$ cat config.mk
export PLATFORM = sky130hd
export DESIGN_NAME = mult_rr_scheduler
export DESIGN_NICKNAME = d
export VERILOG_FILES = /design/src/rtl/mult_rr_scheduler.sv
export SDC_FILE = /design/constraint.sdc
export NUM_CORES = 1
export LEC_CHECK = 0
export ABC_AREA = 1
export CAP_MARGIN = 40
export CORE_MARGIN = 3
export CORE_UTILIZATION = 30
export CTS_BUF_LIST = sky130_fd_sc_hd__clkbuf_4 sky130_fd_sc_hd__clkbuf_8
export CTS_CLUSTER_DIAMETER = 30
export CTS_CLUSTER_SIZE = 12
export DETAILED_ROUTE_END_ITERATION = 8
export SLEW_MARGIN = 10
export SYNTH_ARGS = -nofsm -noshare
export SYNTH_HDL_FRONTEND = slang
export SYNTH_HIERARCHICAL = 1
export SYNTH_SLANG_ARGS = --single-unit
$ cat constraint.sdc
create_clock -name clk -period 9 [get_ports clk]
set_clock_uncertainty 0.1 [all_clocks]
set_input_delay 1.8 -clock clk [delete_from_list [all_inputs] [get_ports clk]]
set_output_delay 1.8 -clock clk [all_outputs]
set_load 0.02 [all_outputs]
$ cat src/rtl/mult_rr_scheduler.sv
// Round-robin scheduler sharing one 4x4 unsigned array multiplier between two requesters.
// Optional MULT_SCHED_STATS_EN adds per-ID completed-response counters (stat0_cnt/stat1_cnt).

module array_mult_structural (
    input  logic [3:0] i_a,
    input  logic [3:0] i_b,
    output logic [7:0] o_p
);
    logic [4:0] w_acc;
    logic [4:0] w_nxt;
    logic [3:0] w_pp;
    logic       w_cy;
    logic       w_x;

    // Shift-add array: each row adds its AND-gate partial products to the previous
    // row shifted right, through a ripple chain of full adders.
    always_comb begin
        w_acc = {1'b0, i_a & {4{i_b[0]}}};
        w_nxt = '0;
        w_pp  = '0;
        w_cy  = 1'b0;
        w_x   = 1'b0;
        o_p   = '0;
        o_p[0] = w_acc[0];
        for (int i = 1; i < 4; i++) begin
            w_pp = i_a & {4{i_b[i]}};
            w_cy = 1'b0;
            for (int j = 0; j < 4; j++) begin
                w_x      = w_acc[j+1];
                w_nxt[j] = w_x ^ w_pp[j] ^ w_cy;
                w_cy     = (w_x & w_pp[j]) | (w_cy & (w_x ^ w_pp[j]));
            end
            w_nxt[4] = w_cy;
            w_acc    = w_nxt;
            o_p[i]   = w_acc[0];
        end
        o_p[7:4] = w_acc[4:1];
    end
endmodule

module mult_rr_scheduler #(
    parameter int SETTLE_CYCLES = 1
) (
    input  logic       clk,
    input  logic       rst,
    input  logic       req0_valid,
    output logic       req0_ready,
    input  logic [3:0] req0_a,
    input  logic [3:0] req0_b,
    input  logic       req1_valid,
    output logic       req1_ready,
    input  logic [3:0] req1_a,
    input  logic [3:0] req1_b,
    output logic       rsp_valid,
    input  logic       rsp_ready,
    output logic       rsp_id,
    output logic [7:0] rsp_p,
    output logic       busy
`ifdef MULT_SCHED_STATS_EN
   ,output logic [7:0] stat0_cnt,
    output logic [7:0] stat1_cnt
`endif
);
    typedef enum logic [1:0] {S_IDLE, S_CALC, S_RESP} state_t;

    localparam logic [2:0] SETTLE = 3'(SETTLE_CYCLES);

    state_t     r_state;
    state_t     w_state_nxt;
    logic       r_rr_ptr;
    logic [3:0] r_m;
    logic [3:0] r_q;
    logic       r_id;
    logic [2:0] r_cnt;
    logic       r_rsp_valid;
    logic       r_rsp_id;
    logic [7:0] r_rsp_p;
    logic       w_gnt0;
    logic       w_gnt1;
    logic       w_capture;
    logic       w_rsp_hs;
    logic [7:0] w_prod;

    array_mult_structural u_mult (
        .i_a (r_m),
        .i_b (r_q),
        .o_p (w_prod)
    );

    always_ff @(posedge clk or posedge rst) begin
        if (rst) r_state <= S_IDLE;
        else     r_state <= w_state_nxt;
    end

    // Grants are gated by rst so no ready is shown while reset is held.
    always_comb begin
        w_state_nxt = r_state;
        w_gnt0      = 1'b0;
        w_gnt1      = 1'b0;
        w_capture   = 1'b0;
        w_rsp_hs    = 1'b0;
        case (r_state)
            S_IDLE: begin
                w_gnt0 = ~rst & req0_valid & (~req1_valid | ~r_rr_ptr);
                w_gnt1 = ~rst & req1_valid & (~req0_valid |  r_rr_ptr);
                if (w_gnt0 || w_gnt1) w_state_nxt = S_CALC;
            end
            S_CALC: begin
                if (r_cnt == 3'd1) begin
                    w_capture   = 1'b1;
                    w_state_nxt = S_RESP;
                end
            end
            S_RESP: begin
                if (r_rsp_valid && rsp_ready) begin
                    w_rsp_hs    = 1'b1;
                    w_state_nxt = S_IDLE;
                end
            end
            default: w_state_nxt = S_IDLE;
        endcase
    end

    always_ff @(posedge clk or posedge rst) begin
        if (rst) begin
            r_rr_ptr    <= 1'b0;
            r_m         <= '0;
            r_q         <= '0;
            r_id        <= 1'b0;
            r_cnt       <= '0;
            r_rsp_valid <= 1'b0;
            r_rsp_id    <= 1'b0;
            r_rsp_p     <= '0;
        end else begin
            if (w_gnt0 || w_gnt1) begin
                r_m   <= w_gnt1 ? req1_a : req0_a;
                r_q   <= w_gnt1 ? req1_b : req0_b;
                r_id  <= w_gnt1;
                r_cnt <= SETTLE;
            end else if (r_state == S_CALC) begin
                r_cnt <= r_cnt - 3'd1;
            end
            if (w_capture) begin
                r_rsp_p     <= w_prod;
                r_rsp_id    <= r_id;
                r_rsp_valid <= 1'b1;
            end else if (w_rsp_hs) begin
                // Hand priority to the other requester even if it was idle.
                r_rsp_valid <= 1'b0;
                r_rr_ptr    <= ~r_rsp_id;
            end
        end
    end

`ifdef MULT_SCHED_STATS_EN
    always_ff @(posedge clk or posedge rst) begin
        if (rst) begin
            stat0_cnt <= '0;
            stat1_cnt <= '0;
        end else if (w_rsp_hs) begin
            if (r_rsp_id) stat1_cnt <= stat1_cnt + 8'd1;
            else          stat0_cnt <= stat0_cnt + 8'd1;
        end
    end
`endif

    assign req0_ready = w_gnt0;
    assign req1_ready = w_gnt1;
    assign rsp_valid  = r_rsp_valid;
    assign rsp_id     = r_rsp_id;
    assign rsp_p      = r_rsp_p;
    assign busy       = (r_state != S_IDLE);
endmodule

Yosys cells after proc, flatten, opt, wreduce, memory -nomap -nowiden:

Cells that the tools add are included.

* register bits: 25
* input bits: 21
* output and inout bits: 13
* word-level logic and storage cells: 105

* $add $sub $neg: 1
* eq/ne operators: 6
* mux-type cells: 16
* bitwise operators: 64
* reductions and logical operators: 9

Operators by type and width (count)
* $and 1x1->1: 24
* $xor 1x1->1: 20
* $and 4x4->4: 4
* $or 1x1->1: 10
* $mux 1: 8
* $mux 4: 2
* $mux 2: 3
* $mux 3: 2
* $ne 2x2->1 const B: 3
* $not 1->1: 6
* $pmux 2 s3: 1
* $reduce_bool 2->1: 3
* $eq 3x1->1 const B: 1
* $reduce_and 3->1: 1
* $sub 3x1->3 const B: 1
* $eq 2x1->1 const B: 1
* $eq 2x2->1 const B: 1
* $logic_not 2->1: 1
* $logic_or 1x1->1: 2
* $reduce_and 2->1: 1
* $logic_and 1x1->1: 1

Depth between registers and ports, before layout:

* depth in word-level cells: 16
* gate-level depth with buffers: 17
* mapped depth without buffers: 16

Modules after synthesis:

Netlist, hierarchy kept.

By module, submodules not included
* mult_rr_scheduler: instances 1, cells each 159, area an instance 1321.3 um^2, seq. area each 625.6 um^2
* array_mult_structural: instances 1, cells each 50, area an instance 356.6 um^2, seq. area each 0.0 um^2

Worst setup path before layout:

OpenSTA, ideal clock, no wires.

* path kind: input to output
* start point: input port req1_valid
* end point: output port req1_ready
* arrival: 2.436 ns
* required time: 7.100 ns
* slack: 4.664 ns
* stages on the path: 5
* cells stage by stage: inv_1 -> nor2_4 -> nand3_2 -> buf_2 -> inv_1

* word-level cells in the longest chain between the ends: 3

RTL lines
* start: declaration: RTL line 50 `input logic req1_valid,`
* $and 1x1->1 (2 in a row): RTL line 105 `w_gnt1 = ~rst & req1_valid & (~req0_valid | r_rr_ptr);`
* $mux 1: RTL line 102 `case (r_state)`
* end: declaration: RTL line 51 `output logic req1_ready,`

Every way passes these cells.

Worst setup path after layout:

Ends and elaborated chain as after synthesis.

==> qor.yml <==
synth_edf_count: 0
cpLargestDelayFamily: "buffers and inverters"
setup_tns_ns: 0
clock_latency_ns: 0.26
max_freq_ghz: 0.185
post_cts_buffers: 0
cts_buffers: 3
wl_per_cell_um: 9.89
synth-adder-area-share_pct: 14.0
drv_cap: 0
viasPerCell: 4.12
clk_pin_slew_worst_paths_ns: 0.08
cts_hold_buf: 0
die_w_um: 80.8
grt_pass1_vias: 1309
core_area_um2: 5270
p_per_area_nw_per_um2: 260
cp-end-kind: "primary output"
vias: 1282
yosys.area_share.simple_pct: 31.8
worst_pin_slew_ns: 0.554
cp.arrival_ns: 3.51
io_buffers: 33
synth_warnings: 6
drive_above_1_share_pct: 10.4
min_period_ns: 5.41
regArea_um2: 626
die_h_um: 80.8
synth_xor_area_share_pct: 0
setup_violations: 0
cts_num_sinks: 25
cp-start-kind: "input port"
grt_pass1_wl_um: 5600
grt_overflow: 0
synth_nets: 244
netlist_instances: 209
synth_compound_area_share_pct: 2.09
critPathKind: "input port to primary output"
htreeDepth: 1
synth_area_leaders: "dfrtp_1 37%, nand2_1 15%, inv_1 11%"
io_pins: 34
cts_tree: "built"
syn_to_final_growth_pct: 25.2
cp_cell_sequence: "clkdlybuf4s50_1 -> inv_1 -> nor2_4 -> nand3_2 -> inv_1 -> clkdlybuf4s50_1"
drtIter0Drc: 44
postSynthAreaPerCell_um2: 8.03
async_flop_share_pct: 100
relSlewSlack_pct: 63.0
multi_input_area_um2: 805
netlist_top_cells_count: "66 x nand2_1, 50 x inv_1, 25 x dfrtp_1"
synth_area_leader_cell: "dfrtp_1"
utilization_pct: 39.9
synthMuxAreaShare_pct: 0
rows: 26
cp.required_ns: 7.10
start_util_pct: 31.8
first_pass_iters: 4
hold_viol: 0
slowest_stage: "clkdlybuf4s50_1"
synth_top_family_by_area: "simple AND/OR/NAND/NOR gates"
drc: 0
cts.repair.resized: 0
synth_top_area_share_pct: 37.3
grt_antenna_before_repair: 0
nets: 277
power_leakage_nw: 1.15
synth_area_um2: 1680
root_buffer: "clkbuf_8"
period_share_pct: 60.1
grt_usage_pct: 10.8
post-dp-hpwl_um: 2520
gp_congestion: 0.793
fillers: 553
slowest_delay_ns: 0.61
wirelength_um: 3080
synth_cell_types: 22
synth-seq-area-share_pct: 37.3
synthFlopType: "dfrtp_1"
final_antenna_net_count: 0
status: "finished, final reports clean"
synth_seq_cells: 25
ir_drop_mv: 0.0896
antennaDiodeCount: 0
die-area_um2: 6530
cp_num_buf_inv: 4
synth.most_common_cell: "nand2_1"
drv_slew: 0
rsz0062_at_grt: "no"
cts_max_path_buffers: 2
grt_max_degree: 16
worst-path-max-fanout: 11
hold_class: "flip-flop to flip-flop"
## per-stage QoR
step | power (mW) | hold WS [ns] | std cells | setup slack [ns] | cell area (µm²)
after floorplan | 0.409 | 0.374 | 209 | 4.66 | 1680
after global placement | 0.480 | 0.354 | 306 | 3.63 | 2040
after detailed placement | 0.488 | 0.360 | 307 | 3.60 | 2050
after CTS | 0.559 | 0.382 | 311 | 3.59 | 2100
after global routing | 0.613 | 0.393 | 311 | 3.48 | 2100
final | 0.546 | 0.373 | 311 | 3.59 | 2100
## worst reg2reg max path, cell delays in order (launching register included)
cell and delay, ns:
dfrtp_1 0.43, nand2_1 0.07, inv_1 0.06, ha_1 0.14, inv_1 0.05, fa_1 0.37, fa_1 0.48, inv_1 0.05
fa_1 0.43, fa_1 0.41, fa_1 0.49, inv_1 0.06, fa_1 0.42, fa_1 0.50, inv_1 0.04, nand3_1 0.07
nand2_1 0.05
## placed cells by master, fill, tap and decap left out, drive strengths merged
cell type      netlist  layout
or2                  2       2
ha                   6       6
clkbuf               0       3
nor2                 7       7
nand3               19      19
nand4                9       9
buf                  6       1
clkinv               0       1
fa                   8       8
clkdlybuf4s50        0      33
o21ai                5       5
a21oi                2       2
nand2               69      69
dfrtp               25      25
inv                 51      51
## layout make-up
| class | count | share of cell area [%] |
|---|---|---|
| clock buffer | 3 | 1.97 |
| inverter | 51 | 9.11 |
| clock inverter | 1 | 0.238 |
| tap | 70 | 4.17 |
| sequential | 25 | 29.8 |
| timing repair buffer | 34 | 16.4 |
| multi-input combinational | 127 | 38.3 |
## cells by family (layout without fill, tap and decap cells)
family | count (synthesis) | after routing
AOI/OAI and AO/OA | 7 | 7
adders and majority gates | 14 | 14
buffers and inverters | 57 | 89
DFF | 25 | 25
and+or+nand+nor | 106 | 106
## report_power, final
part / internal [mW] / total (mW) / switching (mW)
Combinational: 0.112 / 0.281 / 0.169
Sequential: 0.158 / 0.200 / 0.0420
Clock: 0.0309 / 0.0657 / 0.0348
## flip-flops by register name, summed over array words and instances, names as in the netlist
| signal | count |
|---|---|
| r_cnt | 3 |
| r_id | 1 |
| r_m | 4 |
| r_q | 4 |
| r_rr_ptr | 1 |
| r_state | 2 |
| rsp_id | 1 |
| rsp_p | 8 |
| rsp_valid | 1 |
## routing by layer
| metal | GRT usage, % | up-vias | part of all wire (%) |
|---|---|---|---|
| met5 | 0 | - | 0 |
| li1 | - | 686 | - |
| met2 | 17.9 | 31 | 44 |
| met4 | 3.89 | 0 | 0.46 |
| met1 | 14.3 | 563 | 51 |
| met3 | 1.77 | 2 | 4.0 |
## final timing paths
| kind | startpoint | to | slack (ns) | cells past startpoint |
|---|---|---|---|---|
| setup / recovery | req1_valid | req1_ready | 3.59 | 6 |
| hold / removal | rsp_p[3]$_DFFE_PP0N_ | rsp_p[3]$_DFFE_PP0N_ | 0.37 | 2 |
| setup reg to reg | r_q[0]$_DFFE_PP0P_ | rsp_p[6]$_DFFE_PP0N_ | 4.66 | 16 |
| hold reg to reg | rsp_p[3]$_DFFE_PP0N_ | rsp_p[3]$_DFFE_PP0N_ | 0.37 | 2 |
| max in group asynchronous | rst | rsp_p[5]$_DFFE_PP0N_ | 6.49 | 3 |
| min in group asynchronous | rst | r_id$_DFFE_PP0P_ | 1.85 | 2 |
Note: power is estimated with default switching activity, not from simulation.
